===== config.mk =====
export PLATFORM = sky130hd
export DESIGN_NAME = ysyx_22041207_ex_mem_flat
export DESIGN_NICKNAME = d
export VERILOG_FILES = /design/src/rtl/ysyx_22041207_ex_mem_if.sv /design/src/rtl/ysyx_22041207_ex_mem.sv /design/src/flat_wrapper.sv
export SDC_FILE = /design/constraint.sdc
export NUM_CORES = 1
export LEC_CHECK = 0
export CAP_MARGIN = 20
export CORE_UTILIZATION = 35
export CTS_BUF_LIST = sky130_fd_sc_hd__clkbuf_16
export CTS_CLUSTER_DIAMETER = 80
export DETAILED_ROUTE_END_ITERATION = 16
export DONT_BUFFER_PORTS = 1
export SETUP_SLACK_MARGIN = 0.2
export SKIP_CTS_REPAIR_TIMING = 1
export SYNTH_ARGS = -nofsm -noshare
export SYNTH_HDL_FRONTEND = slang
export SYNTH_SLANG_ARGS = --single-unit
export TNS_END_PERCENT = 10

===== constraint.sdc =====
create_clock -name clk -period 20.3 [get_ports clk]
set_clock_uncertainty 0.05 [all_clocks]
set_input_delay 4.06 -clock clk [delete_from_list [all_inputs] [get_ports clk]]
set_output_delay 4.06 -clock clk [all_outputs]
set_load 0.01 [all_outputs]

===== src/rtl/ysyx_22041207_ex_mem_if.sv =====
// Bundle between ID/EX, the ALU and the EX->MEM stage: op input bus, ALU result/busy,
// flush, and the MEM-facing output bus. The stage itself uses the slave view.
interface ysyx_22041207_ex_mem_if #(
    parameter int XLEN = 64
) ();
    logic            flush;

    logic            in_valid;
    logic            in_ready;
    logic            in_multi;
    logic [XLEN-1:0] in_pc;
    logic [4:0]      in_rd;
    logic            in_rf_wen;
    logic            in_mem_ren;
    logic            in_mem_wen;
    logic [1:0]      in_mem_len;
    logic [XLEN-1:0] in_store_data;

    logic [XLEN-1:0] alu_res;
    logic            alu_wait;

    logic            out_valid;
    logic            out_ready;
    logic [XLEN-1:0] out_pc;
    logic [XLEN-1:0] out_res;
    logic [4:0]      out_rd;
    logic            out_rf_wen;
    logic            out_mem_ren;
    logic            out_mem_wen;
    logic [1:0]      out_mem_len;
    logic [XLEN-1:0] out_store_data;

    modport master (
        output flush, in_valid, in_multi, in_pc, in_rd, in_rf_wen, in_mem_ren, in_mem_wen,
               in_mem_len, in_store_data, alu_res, alu_wait, out_ready,
        input  in_ready, out_valid, out_pc, out_res, out_rd, out_rf_wen, out_mem_ren,
               out_mem_wen, out_mem_len, out_store_data
    );

    modport slave (
        input  flush, in_valid, in_multi, in_pc, in_rd, in_rf_wen, in_mem_ren, in_mem_wen,
               in_mem_len, in_store_data, alu_res, alu_wait, out_ready,
        output in_ready, out_valid, out_pc, out_res, out_rd, out_rf_wen, out_mem_ren,
               out_mem_wen, out_mem_len, out_store_data
    );
endinterface


===== src/rtl/ysyx_22041207_ex_mem.sv =====
// EX->MEM stage: follows the op in execution, captures the registered ALU result on the
// right cycle and queues it with its sideband in a small FIFO drained by MEM.
module ysyx_22041207_ex_mem #(
    parameter int XLEN  = 64,
    parameter int DEPTH = 2
) (
    input  logic                   clk,
    input  logic                   rst,
    ysyx_22041207_ex_mem_if.slave  bus_if
);
    localparam int PTR_W = $clog2(DEPTH);
    localparam int CNT_W = $clog2(DEPTH + 1);
    localparam int OCC_W = CNT_W + 1;

    localparam logic [1:0] S_IDLE   = 2'd0;
    localparam logic [1:0] S_EXEC   = 2'd1;
    localparam logic [1:0] S_MWAIT0 = 2'd2;
    localparam logic [1:0] S_MWAIT1 = 2'd3;

    typedef struct packed {
        logic [XLEN-1:0] pc;
        logic [XLEN-1:0] res;
        logic [XLEN-1:0] sd;
        logic [4:0]      rd;
        logic            rf_wen;
        logic            mem_ren;
        logic            mem_wen;
        logic [1:0]      len;
    } entry_t;

    logic [1:0]       state_q, state_d;
    logic [CNT_W-1:0] count_q, count_d;
    logic [PTR_W-1:0] wr_ptr_q, wr_ptr_d;
    logic [PTR_W-1:0] rd_ptr_q, rd_ptr_d;
    logic [6:0]       mwait_cyc_q, mwait_cyc_d;

    logic [XLEN-1:0]  pc_q;
    logic [XLEN-1:0]  sd_q;
    logic [4:0]       rd_q;
    logic             rf_wen_q;
    logic             mem_ren_q;
    logic             mem_wen_q;
    logic [1:0]       mem_len_q;

    entry_t           mem_q [DEPTH];
    entry_t           push_ent;
    entry_t           head;

    logic             in_exec, in_mwait1, head_vld, pop, push, accept;
    logic [OCC_W-1:0] occ;

    assign in_exec   = (state_q == S_EXEC);
    assign in_mwait1 = (state_q == S_MWAIT1);
    assign head_vld  = (count_q != '0);
    assign pop       = head_vld & bus_if.out_ready;

    // Occupancy once this cycle's EXEC push and MEM pop land; a new op is taken only if a
    // slot is left for its own result, so a push can never meet a full FIFO.
    assign occ = OCC_W'(count_q) + OCC_W'(in_exec) - OCC_W'(pop);
    assign bus_if.in_ready = rst & ~bus_if.flush & ((state_q == S_IDLE) | in_exec)
                           & (occ < OCC_W'(DEPTH));
    assign accept = bus_if.in_valid & bus_if.in_ready;
    assign push   = ~bus_if.flush & (in_exec | (in_mwait1 & ~bus_if.alu_wait));

    always_comb begin
        state_d = state_q;
        case (state_q)
            S_IDLE, S_EXEC: state_d = accept ? (bus_if.in_multi ? S_MWAIT0 : S_EXEC) : S_IDLE;
            S_MWAIT0:       if (bus_if.alu_wait) state_d = S_MWAIT1;
            S_MWAIT1:       if (!bus_if.alu_wait) state_d = S_IDLE;
            default:        state_d = S_IDLE;
        endcase
        if (bus_if.flush) state_d = S_IDLE;
    end

    always_comb begin
        wr_ptr_d = wr_ptr_q;
        rd_ptr_d = rd_ptr_q;
        count_d  = count_q;
        if (bus_if.flush) begin
            wr_ptr_d = '0;
            rd_ptr_d = '0;
            count_d  = '0;
        end else begin
            if (push) wr_ptr_d = wr_ptr_q + PTR_W'(1);
            if (pop)  rd_ptr_d = rd_ptr_q + PTR_W'(1);
            count_d = count_q + CNT_W'(push) - CNT_W'(pop);
        end
    end

    always_comb begin
        mwait_cyc_d = '0;
        if (in_mwait1) mwait_cyc_d = (mwait_cyc_q == 7'h7F) ? mwait_cyc_q : mwait_cyc_q + 7'd1;
    end

    always_ff @(posedge clk or negedge rst) begin
        if (!rst) begin
            state_q     <= S_IDLE;
            count_q     <= '0;
            wr_ptr_q    <= '0;
            rd_ptr_q    <= '0;
            mwait_cyc_q <= '0;
        end else begin
            state_q     <= state_d;
            count_q     <= count_d;
            wr_ptr_q    <= wr_ptr_d;
            rd_ptr_q    <= rd_ptr_d;
            mwait_cyc_q <= mwait_cyc_d;
        end
    end

    assign push_ent = '{pc: pc_q, res: bus_if.alu_res, sd: sd_q, rd: rd_q, rf_wen: rf_wen_q,
                        mem_ren: mem_ren_q, mem_wen: mem_wen_q, len: mem_len_q};

    always_ff @(posedge clk) begin
        if (accept) begin
            pc_q      <= bus_if.in_pc;
            sd_q      <= bus_if.in_store_data;
            rd_q      <= bus_if.in_rd;
            rf_wen_q  <= bus_if.in_rf_wen;
            mem_ren_q <= bus_if.in_mem_ren;
            mem_wen_q <= bus_if.in_mem_wen;
            mem_len_q <= bus_if.in_mem_len;
        end
        if (push) mem_q[wr_ptr_q] <= push_ent;
    end

    // Storage is not reset, so the head is forced to zero whenever the FIFO is empty.
    assign head = head_vld ? mem_q[rd_ptr_q] : '0;

    assign bus_if.out_valid      = head_vld;
    assign bus_if.out_pc         = head.pc;
    assign bus_if.out_res        = head.res;
    assign bus_if.out_store_data = head.sd;
    assign bus_if.out_rd         = head.rd;
    assign bus_if.out_rf_wen     = head.rf_wen;
    assign bus_if.out_mem_ren    = head.mem_ren;
    assign bus_if.out_mem_wen    = head.mem_wen;
    assign bus_if.out_mem_len    = head.len;

    a_no_push_full: assert property (@(posedge clk) disable iff (!rst)
        !(push && (count_q == CNT_W'(DEPTH))));
    a_mwait1_bound: assert property (@(posedge clk) disable iff (!rst)
        in_mwait1 |-> (mwait_cyc_q < 7'd100));
endmodule


===== src/flat_wrapper.sv =====
// flat-port wrapper written by rule: the top's interface ports become plain ports
module ysyx_22041207_ex_mem_flat 
#(
    parameter int XLEN  = 64,
    parameter int DEPTH = 2
)
  (clk, rst, bus_if_flush, bus_if_in_valid, bus_if_in_multi, bus_if_in_pc, bus_if_in_rd, bus_if_in_rf_wen, bus_if_in_mem_ren, bus_if_in_mem_wen, bus_if_in_mem_len, bus_if_in_store_data, bus_if_alu_res, bus_if_alu_wait, bus_if_out_ready, bus_if_in_ready, bus_if_out_valid, bus_if_out_pc, bus_if_out_res, bus_if_out_rd, bus_if_out_rf_wen, bus_if_out_mem_ren, bus_if_out_mem_wen, bus_if_out_mem_len, bus_if_out_store_data);
  ysyx_22041207_ex_mem_if #(.XLEN(XLEN)) bus_if_i ();
  input  logic clk;
  input  logic rst;
  input wire logic [$bits(bus_if_i.flush)-1:0] bus_if_flush;
  input wire logic [$bits(bus_if_i.in_valid)-1:0] bus_if_in_valid;
  input wire logic [$bits(bus_if_i.in_multi)-1:0] bus_if_in_multi;
  input wire logic [$bits(bus_if_i.in_pc)-1:0] bus_if_in_pc;
  input wire logic [$bits(bus_if_i.in_rd)-1:0] bus_if_in_rd;
  input wire logic [$bits(bus_if_i.in_rf_wen)-1:0] bus_if_in_rf_wen;
  input wire logic [$bits(bus_if_i.in_mem_ren)-1:0] bus_if_in_mem_ren;
  input wire logic [$bits(bus_if_i.in_mem_wen)-1:0] bus_if_in_mem_wen;
  input wire logic [$bits(bus_if_i.in_mem_len)-1:0] bus_if_in_mem_len;
  input wire logic [$bits(bus_if_i.in_store_data)-1:0] bus_if_in_store_data;
  input wire logic [$bits(bus_if_i.alu_res)-1:0] bus_if_alu_res;
  input wire logic [$bits(bus_if_i.alu_wait)-1:0] bus_if_alu_wait;
  input wire logic [$bits(bus_if_i.out_ready)-1:0] bus_if_out_ready;
  output wire logic [$bits(bus_if_i.in_ready)-1:0] bus_if_in_ready;
  output wire logic [$bits(bus_if_i.out_valid)-1:0] bus_if_out_valid;
  output wire logic [$bits(bus_if_i.out_pc)-1:0] bus_if_out_pc;
  output wire logic [$bits(bus_if_i.out_res)-1:0] bus_if_out_res;
  output wire logic [$bits(bus_if_i.out_rd)-1:0] bus_if_out_rd;
  output wire logic [$bits(bus_if_i.out_rf_wen)-1:0] bus_if_out_rf_wen;
  output wire logic [$bits(bus_if_i.out_mem_ren)-1:0] bus_if_out_mem_ren;
  output wire logic [$bits(bus_if_i.out_mem_wen)-1:0] bus_if_out_mem_wen;
  output wire logic [$bits(bus_if_i.out_mem_len)-1:0] bus_if_out_mem_len;
  output wire logic [$bits(bus_if_i.out_store_data)-1:0] bus_if_out_store_data;
  assign bus_if_i.flush = bus_if_flush;
  assign bus_if_i.in_valid = bus_if_in_valid;
  assign bus_if_i.in_multi = bus_if_in_multi;
  assign bus_if_i.in_pc = bus_if_in_pc;
  assign bus_if_i.in_rd = bus_if_in_rd;
  assign bus_if_i.in_rf_wen = bus_if_in_rf_wen;
  assign bus_if_i.in_mem_ren = bus_if_in_mem_ren;
  assign bus_if_i.in_mem_wen = bus_if_in_mem_wen;
  assign bus_if_i.in_mem_len = bus_if_in_mem_len;
  assign bus_if_i.in_store_data = bus_if_in_store_data;
  assign bus_if_i.alu_res = bus_if_alu_res;
  assign bus_if_i.alu_wait = bus_if_alu_wait;
  assign bus_if_i.out_ready = bus_if_out_ready;
  assign bus_if_in_ready = bus_if_i.in_ready;
  assign bus_if_out_valid = bus_if_i.out_valid;
  assign bus_if_out_pc = bus_if_i.out_pc;
  assign bus_if_out_res = bus_if_i.out_res;
  assign bus_if_out_rd = bus_if_i.out_rd;
  assign bus_if_out_rf_wen = bus_if_i.out_rf_wen;
  assign bus_if_out_mem_ren = bus_if_i.out_mem_ren;
  assign bus_if_out_mem_wen = bus_if_i.out_mem_wen;
  assign bus_if_out_mem_len = bus_if_i.out_mem_len;
  assign bus_if_out_store_data = bus_if_i.out_store_data;
  ysyx_22041207_ex_mem #(.XLEN(XLEN), .DEPTH(DEPTH)) u_core (.clk(clk), .rst(rst), .bus_if(bus_if_i));
endmodule

Yosys cells after proc, flatten, opt, wreduce, memory -nomap -nowiden
Memories as Yosys holds them, arrays and structs flattened.
Cells that the tools add are included.
{"block": "op_classes", "eq_ne": 5, "n_lt_le_gt_ge": 1, "mux": 14, "add_sub_neg": 6, "bitwise": 11, "reduce_logical": 6}
{"operator": "202-bit two-way mux", "n": 1}
{"operator": "2-bit two-way mux", "n": 6}
{"operator": "1-bit bitwise AND", "n": 7}
{"operator": "1-bit two-way mux", "n": 6}
{"operator": "3-bit inequality test (second input constant)", "n": 2}
{"operator": "2-bit case mux with 3 select lines", "n": 1}
{"operator": "2-bit nonzero test", "n": 3}
{"operator": "2-bit equality test (second input constant)", "n": 2}
{"operator": "2-bit by 1-bit adder with 3-bit output", "n": 1}
{"operator": "3-bit by 2-bit < comparator with 1-bit output (second input constant)", "n": 1}
{"operator": "3-bit by 1-bit subtractor with 3-bit output", "n": 1}
{"operator": "1-bit adder (second input constant)", "n": 2}
{"operator": "2-bit by 1-bit adder with 2-bit output", "n": 1}
{"operator": "2-bit by 1-bit equality test with 1-bit output (second input constant)", "n": 1}
{"operator": "2-bit logical NOT", "n": 1}
{"operator": "1-bit NOT", "n": 2}
{"operator": "1-bit OR", "n": 2}
{"operator": "2-bit AND reduction", "n": 1}
{"operator": "2-bit OR reduction", "n": 1}
{"operator": "2-bit by 1-bit subtractor with 2-bit output", "n": 1}
{"block": "totals", "regBits": 144, "inputBits": 209, "wordCells": 55, "mem_count": 1, "output_inout_bits": 204, "ramBits": 404}
{"memory": "u_core.mem_q", "depth": 2, "word_bits": 202, "rd": 1, "rd_clocked_by_memory_dff": 0, "write_ports": 1, "line": "ysyx_22041207_ex_mem.sv:45", "rtl": "entry_t mem_q [DEPTH];"}

Longest topological paths before layout
{"block": "logic_depth", "ltp_word": 9, "depth_mapped": 9, "mapped_depth_nobuf": 9}

Worst setup path after synthesis
Ideal clock, no wire load.
{"block": "synth_path", "path_kind": "input port to flip-flop", "from": "input bus_if_alu_wait", "to": "memory u_core.mem_q[0][0] (netlist name) (enable)", "arrival_ps": 13368, "t_required_ps": 19458, "n_path_buf": 0, "stages": 3, "setup_slack_ps": 6091, "setup_ps": 792, "cell_sequence": "a21boi_0 > and2b_1 > nor2b_1"}
{"block": "synth_between", "elab_chain_len": 6}
{"element": "start, declared", "line": "flat_wrapper.sv:22", "rtl": "input wire logic [$bits(bus_if_i.alu_wait)-1:0] bus_if_alu_wait;"}
{"element": "1-bit NOT", "line": "ysyx_22041207_ex_mem.sv:63", "rtl": "assign push = ~bus_if.flush & (in_exec | (in_mwait1 & ~bus_if.alu_wait));"}
{"element": "1-bit bitwise AND", "line": "ysyx_22041207_ex_mem.sv:63"}
{"element": "1-bit OR", "line": "ysyx_22041207_ex_mem.sv:63"}
{"element": "1-bit bitwise AND", "line": "ysyx_22041207_ex_mem.sv:63"}
{"element": "1-bit two-way mux", "line": "ysyx_22041207_ex_mem.sv:125", "rtl": "if (push) mem_q[wr_ptr_q] <= push_ent;"}
{"element": "1-bit two-way mux (not written as such)", "line": "ysyx_22041207_ex_mem.sv:125"}
{"element": "end, declared", "line": "ysyx_22041207_ex_mem.sv:45"}
Every way passes these cells.

Final worst setup path
{"block": "layout_path", "from": "input bus_if_out_ready", "to": "output bus_if_in_ready"}
{"block": "layout_between", "elab_chain_len": 4}
{"element": "start, declared", "line": "flat_wrapper.sv:23", "rtl": "input wire logic [$bits(bus_if_i.out_ready)-1:0] bus_if_out_ready;"}
{"element": "1-bit bitwise AND", "line": "ysyx_22041207_ex_mem.sv:55", "rtl": "assign pop = head_vld & bus_if.out_ready;"}
{"element": "3-bit by 1-bit subtractor with 3-bit output", "line": "ysyx_22041207_ex_mem.sv:59", "rtl": "assign occ = OCC_W'(count_q) + OCC_W'(in_exec) - OCC_W'(pop);"}
{"element": "3-bit by 2-bit < comparator with 1-bit output", "line": "ysyx_22041207_ex_mem.sv:61", "rtl": "& (occ < OCC_W'(DEPTH));"}
{"element": "1-bit bitwise AND", "line": "ysyx_22041207_ex_mem.sv:61"}
{"element": "end, declared", "line": "flat_wrapper.sv:24", "rtl": "output wire logic [$bits(bus_if_i.in_ready)-1:0] bus_if_in_ready;"}
Every way passes these cells.

==> flow_metrics.py <==
metrics = {
    "run_status": {
        "status": "finished, final reports clean",
    },
    "global_route": {
        "first_global_vias": 8643,
        "antenna_found_initial": 11,
        "grt_pass1_wl_um": 54000,
        "grt_overflow": 0,
        "grt.total_usage": 0.125,
        "grt_max_degree": 102,
    },
    "synthesis": {
        "synth_commonest_cells": "542 x edfxtp_1, 205 x nor2_1, 202 x mux2i_1, 17 x buf_8, 12 x buf_2",
        "yosysMostFrequentCell": "edfxtp_1",
        "synth_cell_types": 26,
        "synth_top_area_share": 0.818,
        "synth-edff-count": 542,
        "synth_area_per_cell_um2": 19.3,
        "syn-num-nets": 1244,
        "synth_cells": 1031,
        "ys_seq_elements": 548,
        "async_flop_share": 0.0109,
        "synth_top_flop_cell": "edfxtp_1",
        "synth_seq_area_share": 0.826,
        "yosys-top-cells-area": "edfxtp_1 82%, mux2i_1 10%, nor2_1 3.9%",
        "ys_warn_count": 0,
        "netlist_area_um2": 19900,
        "yosys.area.top_type": "edfxtp_1",
    },
    "clock_tree": {
        "cts.sinks": 548,
        "cts-root-buf": "clkbuf_16",
        "clockBufferDepth": 3,
        "worstSkewPairLatency_ps": 590,
        "cts_inserted_buffers": 58,
        "htree_levels": 2,
        "path_clk_slew_ps": 60,
        "cts_tree": "built",
    },
    "sta": {
        "finalHoldViolCount": 0,
        "min_period_over_period": 0.492,
        "drv_slew": 0,
        "max_freq_ghz": 0.100,
        "setup_violations": 0,
        "setup-tns-final_ps": 0,
        "rsz0062_at_grt": "false",
        "tightestPinTransition_ps": 1090,
        "fin_crit_ps": 9990,
        "slew_headroom": 0.270,
    },
    "floorplanning": {
        "die_x_um": 240,
        "die_h_um": 240,
        "ios": 413,
        "die_area_um2": 57800,
        "core_area_um2": 56300,
        "initial_core_util": 0.353,
        "placementRows": 87,
    },
    "cells_and_area": {
        "multi_input_area_um2": 3000,
        "area_growth_pct": 12.0,
        "register_area_um2": 16400,
        "drive_above_1_share": 0.0898,
        "nFillCells": 5085,
        "utilization": 0.396,
        "fin_nets": 1271,
    },
    "power_and_ir_drop": {
        "p_leak_nw": 6.83,
        "irDropWorstVdd_mv": 0.0961,
        "pwr_density_cell_nw_per_um2": 130,
    },
    "detailed_routing": {
        "drtAntennaViolNets": 0,
        "wirelength_um": 37900,
        "drt-wirelength-per-cell_um": 20.4,
        "viasPerCell": 4.61,
        "drcViolationCount": 0,
        "dr.pass1.iters": 4,
        "vias": 8593,
        "drtIter0Drc": 441,
    },
    "worst_hold_path": {
        "hold_class": "reg2reg",
        "min_from": "u_core.sd_q[19]",
    },
    "setup_path": {
        "startpoint": "bus_if_out_ready",
        "critPathRequiredTime_ps": 16190,
        "r2r_slack_ps": 15910,
        "crit_fanout": 2,
        "r2r_start": "u_core.count_q[1]",
        "endpoint": "bus_if_in_ready",
        "cp.arrival_ps": 5880,
        "critPathLaunchType": "primary input",
        "r2r_cells": 9,
        "rr_endpoint": "u_core.pc_q[29]",
        "crit_type": "in2out",
        "end_kind": "output port",
    },
    "run": {
        "drv_cap": 0,
    },
    "place": {
        "dp_hpwl_um": 23300,
        "port-buffer-count": 0,
        "routabilityCongestion": 0.724,
    },
}
kinds of logic (layout without fill, tap and decap cells):
logic type	count (synthesis)	in the layout	synth area share
buf+inv	53	125	0.0241
xor+xnor	4	4	0.00176
fa+ha+maj	4	4	0.00289
mux	202	202	0.102
compound gates	5	5	0.00164
flops	548	548	0.826
other cells	0	3	0
simple gates	215	215	0.0420
stage by stage:
| stage | cells | power [mW] | hold slack (ps) | worst slack (ps) | cell area (um2) |
|---|---|---|---|---|---|
| after floorplan | 1031 | 1.89 | 371 | 6090 | 19900 |
| after global placement | 1754 | 1.98 | 372 | 10310 | 20500 |
| after detailed placement | 1754 | 1.99 | 379 | 10300 | 20500 |
| after CTS | 1859 | 2.96 | 381 | 10300 | 22300 |
| after global routing | 1861 | 3.05 | 397 | 10260 | 22300 |
| final | 1862 | 2.90 | 384 | 10310 | 22300 |
sequential cells by signal (all words and copies together) (netlist names):
signal	count
u_core.count_q	2
u_core.mem_len_q	2
u_core.pc_q	64
u_core.mem_q	404
u_core.wr_ptr_q	1
u_core.rd_ptr_q	1
u_core.mem_ren_q	1
u_core.sd_q	64
u_core.rd_q	5
u_core.mem_wen_q	1
u_core.rf_wen_q	1
u_core.state_q	2
cell type report:
| cell class | count | share of cell area |
|---|---|---|
| antenna | 3 | 0.000337 |
| clock buffer | 59 | 0.0663 |
| clock inverter | 46 | 0.0125 |
| inverter | 8 | 0.00157 |
| multi-input combinational | 430 | 0.135 |
| sequential | 548 | 0.738 |
| tap | 756 | 0.0425 |
| timing repair buffer | 12 | 0.00461 |
per-layer routing:
metal  share of wire  vias to the layer above  track usage
met5          0.0023                        -            0
met4           0.023                       12       0.0400
met3            0.10                       70       0.0561
met2            0.49                      326        0.205
met1            0.39                     4254        0.147
li1                -                     3931            -
worst min path at each step:
stage	end	slack [ps]	cells after the start
after floorplan	u_core.mem_q[0][0]	370	0
after global placement	u_core.mem_q[1][164]	370	0
after detailed placement	u_core.mem_q[0][21]	380	0
after CTS	u_core.mem_q[1][29]	380	0
after global routing	u_core.mem_q[0][25]	400	0
final	u_core.mem_q[1][29]	380	0
report_power, final:
part	internal (mW)	total [mW]	switching, mW
combinational	0.147	0.553	0.406
sequential	1.35	1.39	0.0438
clock	0.541	0.962	0.421
total	2.03	2.90	0.871
critical path, stage by stage:
cell and delay [ps]:
o21ai_0 120, inv_1 80, ha_1 290, or3_1 400, fa_1 510, and4bb_2 240
and2_1 190
cells in the final DEF, fill, tap and decap left out:
| cell type | count |
|---|---|
| clkinv_1 | 12 |
| buf_12 | 1 |
| o2bb2ai_1 | 1 |
| edfxtp_1 | 542 |
| inv_6 | 3 |
| or3_1 | 1 |
| diode_2 | 3 |
| buf_4 | 11 |
| xnor2_1 | 3 |
| clkinv_8 | 2 |
| nor2_4 | 1 |
| inv_1 | 19 |
| clkinv_2 | 12 |
| inv_8 | 2 |
| ha_1 | 3 |
| nand2_1 | 1 |
| a21boi_0 | 1 |
| nor2b_4 | 1 |
| bufinv_16 | 1 |
| and2_4 | 1 |
| dfrtp_4 | 1 |
| and2_1 | 1 |
| clkinvlp_4 | 1 |
| nor2b_1 | 1 |
| and2b_1 | 1 |
| nand3_1 | 1 |
| and4bb_2 | 1 |
| dfrtp_1 | 5 |
| o21ai_0 | 2 |
| o22ai_1 | 1 |
| clkbuf_16 | 59 |
| clkinv_4 | 2 |
| xor2_1 | 1 |
| mux2i_1 | 202 |
| fa_1 | 1 |
| nor2_1 | 205 |
Note: power is estimated with default switching activity, not from simulation.
